--- config.mk ---
export PLATFORM = sky130hd
export DESIGN_NAME = mul_div_unit
export DESIGN_NICKNAME = d
export VERILOG_FILES = /design/src/rtl/mul_div_unit_pkg.sv /design/src/rtl/mul_div_unit_md_abs_negate.sv /design/src/rtl/mul_div_unit.sv
export SDC_FILE = /design/constraint.sdc
export NUM_CORES = 2
export LEC_CHECK = 0
export CAP_MARGIN = 20
export CORE_ASPECT_RATIO = 1.1
export CORE_MARGIN = 3
export CORE_UTILIZATION = 45
export CTS_CLUSTER_DIAMETER = 100
export CTS_CLUSTER_SIZE = 30
export DETAILED_ROUTE_END_ITERATION = 7
export PLACE_DENSITY = 0.74
export SYNTH_ARGS = -nofsm -noshare
export SYNTH_HDL_FRONTEND = slang
export SYNTH_SLANG_ARGS = --single-unit
--- constraint.sdc ---
create_clock -name clk -period 7.05 [get_ports clk]
set_input_delay 0.705 -clock clk [delete_from_list [all_inputs] [get_ports clk]]
set_output_delay 0.705 -clock clk [all_outputs]
set_load 0.01 [all_outputs]
--- src/rtl/mul_div_unit_pkg.sv ---
// Shared constants and op-code helpers for the iterative multiply/divide unit.
package mul_div_unit_pkg;

    localparam int WORD = 64;

    localparam logic [2:0] MD_MUL   = 3'd0;
    localparam logic [2:0] MD_SMULH = 3'd1;
    localparam logic [2:0] MD_UMULH = 3'd2;
    localparam logic [2:0] MD_SDIV  = 3'd3;
    localparam logic [2:0] MD_UDIV  = 3'd4;

    // Signed ops run on magnitudes and re-apply the sign at fix-up.
    function automatic logic is_signed_op(input logic [2:0] op);
        return (op == MD_SMULH) || (op == MD_SDIV);
    endfunction

    function automatic logic is_div_op(input logic [2:0] op);
        return (op == MD_SDIV) || (op == MD_UDIV);
    endfunction

endpackage

--- src/rtl/mul_div_unit_md_abs_negate.sv ---
// Conditional two's complement: used for operand magnitudes and result sign fix-up.
module md_abs_negate #(
    parameter int WIDTH = 64
) (
    input  logic             neg,
    input  logic [WIDTH-1:0] value_in,
    output logic [WIDTH-1:0] value_out
);

    // Negate when requested; zero maps to zero so the sign of 0 never shows.
    always_comb begin
        value_out = neg ? (~value_in + WIDTH'(1)) : value_in;
    end

endmodule

--- src/rtl/mul_div_unit.sv ---
// Iterative radix-2 multiply/divide unit: MUL, SMULH, UMULH, SDIV, UDIV.
//
// state   | meaning
// --------+-----------------------------------------------------------
// S_IDLE  | waiting for start; result holds last value
// S_ITER  | one shift-add / shift-subtract step per cycle, WIDTH steps
// S_FIXUP | apply result sign, select output field, register result
// S_DONE  | done pulse; a start here is accepted back-to-back
module mul_div_unit
    import mul_div_unit_pkg::*;
#(
    parameter int WIDTH = WORD
) (
    input  logic             clk,
    input  logic             reset,
    input  logic             start,
    input  logic [2:0]       op,
    input  logic [WIDTH-1:0] operand_a,
    input  logic [WIDTH-1:0] operand_b,
    output logic             busy,
    output logic             done,
    output logic [WIDTH-1:0] result
);

    localparam int CW = $clog2(WIDTH);
    localparam logic [CW-1:0] CNT_LAST = CW'(WIDTH - 1);

    typedef enum logic [1:0] {
        S_IDLE  = 2'd0,
        S_ITER  = 2'd1,
        S_FIXUP = 2'd2,
        S_DONE  = 2'd3
    } state_t;

    state_t             state_q, state_d;
    logic [2:0]         op_q, op_d;
    logic               sign_q, sign_d;
    logic               div_zero_q, div_zero_d;
    logic [CW-1:0]      count_q, count_d;
    logic [WIDTH-1:0]   opnd_q, opnd_d;
    logic [2*WIDTH-1:0] acc_q, acc_d;
    logic [WIDTH-1:0]   result_q, result_d;
    logic               busy_q, busy_d;
    logic               done_q, done_d;

    logic [WIDTH-1:0]   abs_a, abs_b;
    logic [2*WIDTH-1:0] fix_in, fix_out;
    logic [WIDTH:0]     mul_sum;
    logic [WIDTH:0]     rem_sh;
    logic [WIDTH:0]     div_diff;
    logic [WIDTH-1:0]   quotient;

    md_abs_negate #(.WIDTH(WIDTH)) u_abs_a (
        .neg       (is_signed_op(op) & operand_a[WIDTH-1]),
        .value_in  (operand_a),
        .value_out (abs_a)
    );

    md_abs_negate #(.WIDTH(WIDTH)) u_abs_b (
        .neg       (is_signed_op(op) & operand_b[WIDTH-1]),
        .value_in  (operand_b),
        .value_out (abs_b)
    );

    md_abs_negate #(.WIDTH(2*WIDTH)) u_fix (
        .neg       (sign_q),
        .value_in  (fix_in),
        .value_out (fix_out)
    );

    // Datapath step terms and fix-up operand selection.
    always_comb begin
        mul_sum  = {1'b0, acc_q[2*WIDTH-1:WIDTH]} + (acc_q[0] ? {1'b0, opnd_q} : '0);
        rem_sh   = acc_q[2*WIDTH-1:WIDTH-1];
        div_diff = rem_sh - {1'b0, opnd_q};
        // Restoring division by zero would give all ones; force 0 instead.
        quotient = div_zero_q ? '0 : acc_q[WIDTH-1:0];
        fix_in   = is_div_op(op_q) ? {{WIDTH{1'b0}}, quotient} : acc_q;
    end

    // Next-state and next-datapath computation.
    always_comb begin
        state_d    = state_q;
        op_d       = op_q;
        sign_d     = sign_q;
        div_zero_d = div_zero_q;
        count_d    = count_q;
        opnd_d     = opnd_q;
        acc_d      = acc_q;
        result_d   = result_q;
        busy_d     = 1'b0;
        done_d     = 1'b0;

        case (state_q)
            S_IDLE, S_DONE: begin
                state_d = S_IDLE;
                if (start) begin
                    state_d    = S_ITER;
                    busy_d     = 1'b1;
                    op_d       = op;
                    sign_d     = is_signed_op(op) & (operand_a[WIDTH-1] ^ operand_b[WIDTH-1]);
                    div_zero_d = (operand_b == '0);
                    count_d    = '0;
                    if (is_div_op(op)) begin
                        opnd_d = abs_b;
                        acc_d  = {{WIDTH{1'b0}}, abs_a};
                    end else begin
                        opnd_d = abs_a;
                        acc_d  = {{WIDTH{1'b0}}, abs_b};
                    end
                end
            end
            S_ITER: begin
                busy_d = 1'b1;
                if (is_div_op(op_q)) begin
                    if (!div_diff[WIDTH])
                        acc_d = {div_diff[WIDTH-1:0], acc_q[WIDTH-2:0], 1'b1};
                    else
                        acc_d = {rem_sh[WIDTH-1:0], acc_q[WIDTH-2:0], 1'b0};
                end else begin
                    acc_d = {mul_sum, acc_q[WIDTH-1:1]};
                end
                count_d = count_q + CW'(1);
                if (count_q == CNT_LAST)
                    state_d = S_FIXUP;
            end
            S_FIXUP: begin
                state_d = S_DONE;
                done_d  = 1'b1;
                case (op_q)
                    MD_MUL:            result_d = fix_out[WIDTH-1:0];
                    MD_SMULH, MD_UMULH: result_d = fix_out[2*WIDTH-1:WIDTH];
                    MD_SDIV, MD_UDIV:  result_d = fix_out[WIDTH-1:0];
                    default:           result_d = '0;
                endcase
            end
            default: state_d = S_IDLE;
        endcase
    end

    // State and datapath registers; reset aborts any operation in flight.
    always_ff @(posedge clk or negedge reset) begin
        if (!reset) begin
            state_q    <= S_IDLE;
            op_q       <= MD_MUL;
            sign_q     <= 1'b0;
            div_zero_q <= 1'b0;
            count_q    <= '0;
            opnd_q     <= '0;
            acc_q      <= '0;
            result_q   <= '0;
            busy_q     <= 1'b0;
            done_q     <= 1'b0;
        end else begin
            state_q    <= state_d;
            op_q       <= op_d;
            sign_q     <= sign_d;
            div_zero_q <= div_zero_d;
            count_q    <= count_d;
            opnd_q     <= opnd_d;
            acc_q      <= acc_d;
            result_q   <= result_d;
            busy_q     <= busy_d;
            done_q     <= done_d;
        end
    end

    assign busy   = busy_q;
    assign done   = done_q;
    assign result = result_q;

endmodule

==> impl_summary.log <==
[metrics] run status: finished clean
[metrics] share of synthesized cell area in full adder, half adder and majority cells: 5.96%
[metrics] endpoint required time on the critical path: 7490 ps
[metrics] Final GP Congestion: 1.05
[metrics] worst slack at placement: 2230 ps
[metrics] crit path kind: register to register
[metrics] area fraction in and, or, nand and nor cells after synthesis: 23.8%
[metrics] starting density of the core: 45.8%
[metrics] async set-reset flop share out of synthesis: 100%
[metrics] number of max-slew violations in the final report: 0
[metrics] Die Area: 0.0671 mm2
[metrics] CTS HTree Levels: 1
[metrics] number of top-level pins: 200
[metrics] count of final setup violators: 0
[metrics] number of optimization iterations in the first detailed-route pass: 6
[metrics] combinational fraction of design power: 58.3%
[metrics] crit path setup slack, layout: 2080 ps
[metrics] global-route wire length before repair: 190000 um
[metrics] post-detailed-placement half-perimeter wirelength: 102000 um
[metrics] Mean Syn Cell Area: 7.12 um2
[metrics] buffer type at the clock tree root: sky130_fd_sc_hd__clkbuf_16
[metrics] fraction of synthesized cell area in xor and xnor cells: 10.0%
[metrics] total gr overflow: 0
[metrics] switching power: 4.81 mW
[metrics] main combinational cell family by area after synthesis: compound AO/OA/AOI/OAI gates
[metrics] number of distinct library cells after synthesis: 92
[metrics] number of standard cells in the final layout excluding fillers: 4890
[metrics] register-to-register setup slack: 2080 ps
[metrics] sequential share of the synthesized area: 23.5%
[metrics] worst vdd rail ir drop: 0.167 mV
[metrics] Leakage Power: 13.1 nW
[metrics] share of final-layout standard cells stronger than drive strength 1: 3.65%
[metrics] power density over the cells: 284 mW/mm2
[metrics] post-synthesis instance total: 4043
[metrics] Synth warnings: 0
[metrics] worst skew pair latency: 570 ps
[metrics] hold buffer count at cts: 0
[metrics] fraction of power consumed by sequential logic: 28.7%
[metrics] die width: 247 um
[metrics] Max Clk Rate: 201 MHz
[metrics] portion of total power attributed to the clock network: 12.9%
[metrics] max-slew headroom at the worst pin: 24.0%
[metrics] maximum number of pins on one net before global-route repair: 121
[metrics] clock tree skew after final layout: 36.5 ps
[metrics] Port Buffer Count: 199
[metrics] total of flip-flops plus latches after synthesis: 271
[metrics] CP Max Fanout: 58
[metrics] leading cell type in the layout, fill and taps excluded: sky130_fd_sc_hd__nand2_1
[metrics] Final Hold Fails: 0
[metrics] vertical die dimension: 271 um
[metrics] Syn Nets: 4313
[metrics] fraction of the cycle the final worst path needs: 70.5%
[metrics] switch share: 53.1%
[metrics] multiplexer share of the synthesized area: 1.79%
[metrics] number of placement rows: 96
[metrics] category of the worst setup path capture point: register
[metrics] area of the core: 0.0628 mm2
[metrics] setup TNS: 0 ps
[metrics] register clock-pin slew on the reported worst setup and hold paths: 120 ps
[metrics] highest-count cells in the layout ignoring fill and taps: sky130_fd_sc_hd__nand2_1, sky130_fd_sc_hd__a21oi_1, sky130_fd_sc_hd__nor2_1
[metrics] Hold/Removal Path Class: primary input to asynchronous set/reset pin
[metrics] final period demand of the worst path: 4970 ps
[metrics] Post-synth EDFFs: 0
[metrics] clk sink count: 271
[metrics] Gates resized, CTS repair: 0
[metrics] vias after detailed routing: 32100
[metrics] post-synthesis to final-layout area growth: 10.8%
[metrics] number of buffers created by CTS: 17
[metrics] via count of the first global-routing pass: 29100
[metrics] internal cell power: 4.25 mW
[metrics] unrepaired setup endpoints after global routing: false
[metrics] filler cell count: 6316
[metrics] number of max-capacitance violations reported: 0
[metrics] number of cells in the design after placement: 4859
[metrics] Post-route DRC: 0
[metrics] aggregate global-route resource usage: 37.4%
[metrics] iteration-0 DRC count of the detailed router: 4349
[metrics] initial antenna violation count: 6
[metrics] Synth Area in Compound Gates: 29.7%
[metrics] actual transition at the worst max-transition pin: 1110 ps
[metrics] Worst Path Arrival: 5410 ps
[metrics] average detailed-routed wire length per instance: 26.6 um
[metrics] TritonCTS clock tree: done
[metrics] nature of the critical path startpoint: register
[metrics] number of routed nets with antenna violations: 0
[metrics] Post-layout nets: 4315
[metrics] most common flop cell mapped by yosys: sky130_fd_sc_hd__dfrtp_1
[metrics] drt via density: 6.56
[metrics] Longest Clk Path Bufs: 3
[metrics] synthesized area: 0.0288 mm2
[metrics] final wirelength: 130000 um
[metrics] post-CTS setup-driven buffer insertion count: 0
cell usage after synthesis, drive strengths merged (19+ instances only):
cell    number  area, um2
o41ai       27        244
o31ai       54        419
inv        122        458
o211ai      45        338
nand2b      30        188
a31oi       46        288
mux2i       47        470
a211oi      47        353
clkbuf     259        975
nand2      635       2380
xnor2      169       1480
o21ai      355       1780
o221ai      44        385
o21bai      33        248
nor2       372       1400
dfrtp      271       6780
nand3       53        265
or4         34        267
a21o        83        623
or3         48        310
xor2       160       1400
ha         134       1680
a22oi       28        210
o21a        21        158
or2         20        125
nor4        34        228
nand4       42        269
nor2b       19        119
nor3        74        375
a21oi      438       2190
and2        78        488
critical path: stages (launching register included):
cell and delay [ps]:
sky130_fd_sc_hd__dfrtp_1 570, sky130_fd_sc_hd__buf_4 590, sky130_fd_sc_hd__and2_1 240, sky130_fd_sc_hd__ha_1 280, sky130_fd_sc_hd__inv_1 90, sky130_fd_sc_hd__o21ai_0 340
sky130_fd_sc_hd__a21oi_1 170, sky130_fd_sc_hd__o31a_1 160, sky130_fd_sc_hd__nor3_1 610, sky130_fd_sc_hd__o21ai_0 480, sky130_fd_sc_hd__a21oi_1 510, sky130_fd_sc_hd__a21oi_1 140
sky130_fd_sc_hd__xnor2_1 150, sky130_fd_sc_hd__a222oi_1 300, sky130_fd_sc_hd__o21ai_0 130
routing by layer:
| metal | vias up | global-route usage, % | wire length [um] |
|---|---|---|---|
| li1 | 14500 | - | - |
| met1 | 15100 | 52.4 | 53100 |
| met2 | 2057 | 54.8 | 54000 |
| met3 | 375 | 5.89 | 14100 |
| met4 | 4 | 20.6 | 8910 |
| met5 | - | 0 | 23 |
final cells by class:
cell class | instances | area [um2] | share of cell area [%]
multi-input cells | 3378 | 20600 | 64.6
flip-flops and latches | 271 | 6790 | 21.3
repair buffers | 255 | 2440 | 7.65
well taps | 833 | 1040 | 3.27
inverters | 122 | 458 | 1.43
clock buffers | 19 | 443 | 1.39
clock inverters | 9 | 114 | 0.357
diodes | 3 | 7.51 | 0.0235
flip-flops by register name, indices dropped and copies added, names as in the netlist:
register / cells
opnd_q: 64
count_q: 6
acc_q: 128
done: 1
busy: 1
op_q: 3
sign_q: 1
div_zero_q: 1
result: 64
state_q: 2
worst paths after layout:
| kind | from | endpoint | depth (start not counted) |
|---|---|---|---|
| worst min-delay path | reset | result[44] | 1 |
| max in group asynchronous | reset | acc_q[36] | 2 |
| worst min register to register | result[20] | result[20] | 1 |
| min in group clk | result[20] | result[20] | 1 |
| worst max-delay path | acc_q[0] | acc_q[126] | 14 |
| worst max register to register | acc_q[0] | acc_q[126] | 14 |
power groups by stage:
stage | registers (mW) | clock network [mW] | logic [mW]
floorplan | 2.12 | 0 | 3.65
finish | 2.61 | 1.17 | 5.29
global route | 2.60 | 1.22 | 5.70
detailed placement | 2.57 | 0 | 5.11
CTS | 2.54 | 1.17 | 5.13
global placement | 2.57 | 0 | 5.13
cell families (layout without fill, tap and decap cells):
logic type / count (synthesis) / count (layout)
AO/OA/AOI/OAI: 1367 / 1367
adder cells (fa/ha/maj): 136 / 136
other: 0 / 3
multiplexers: 51 / 51
flip-flops: 271 / 271
XOR/XNOR: 329 / 329
buffers and inverters: 394 / 405
AND/OR/NAND/NOR: 1495 / 1495
stage by stage:
stage / utilization (%) / power [mW] / hold WS, ps / area [um2]
global route: 50.8 / 9.52 / 180 / 31900
global placement: 49.9 / 7.70 / 463 / 31400
detailed placement: 49.9 / 7.68 / 467 / 31400
finish: 50.8 / 9.07 / 127 / 31900
floorplan: - / 5.77 / 409 / 28800
CTS: 50.8 / 8.84 / 171 / 31900
(Power assumes the default switching activity.)
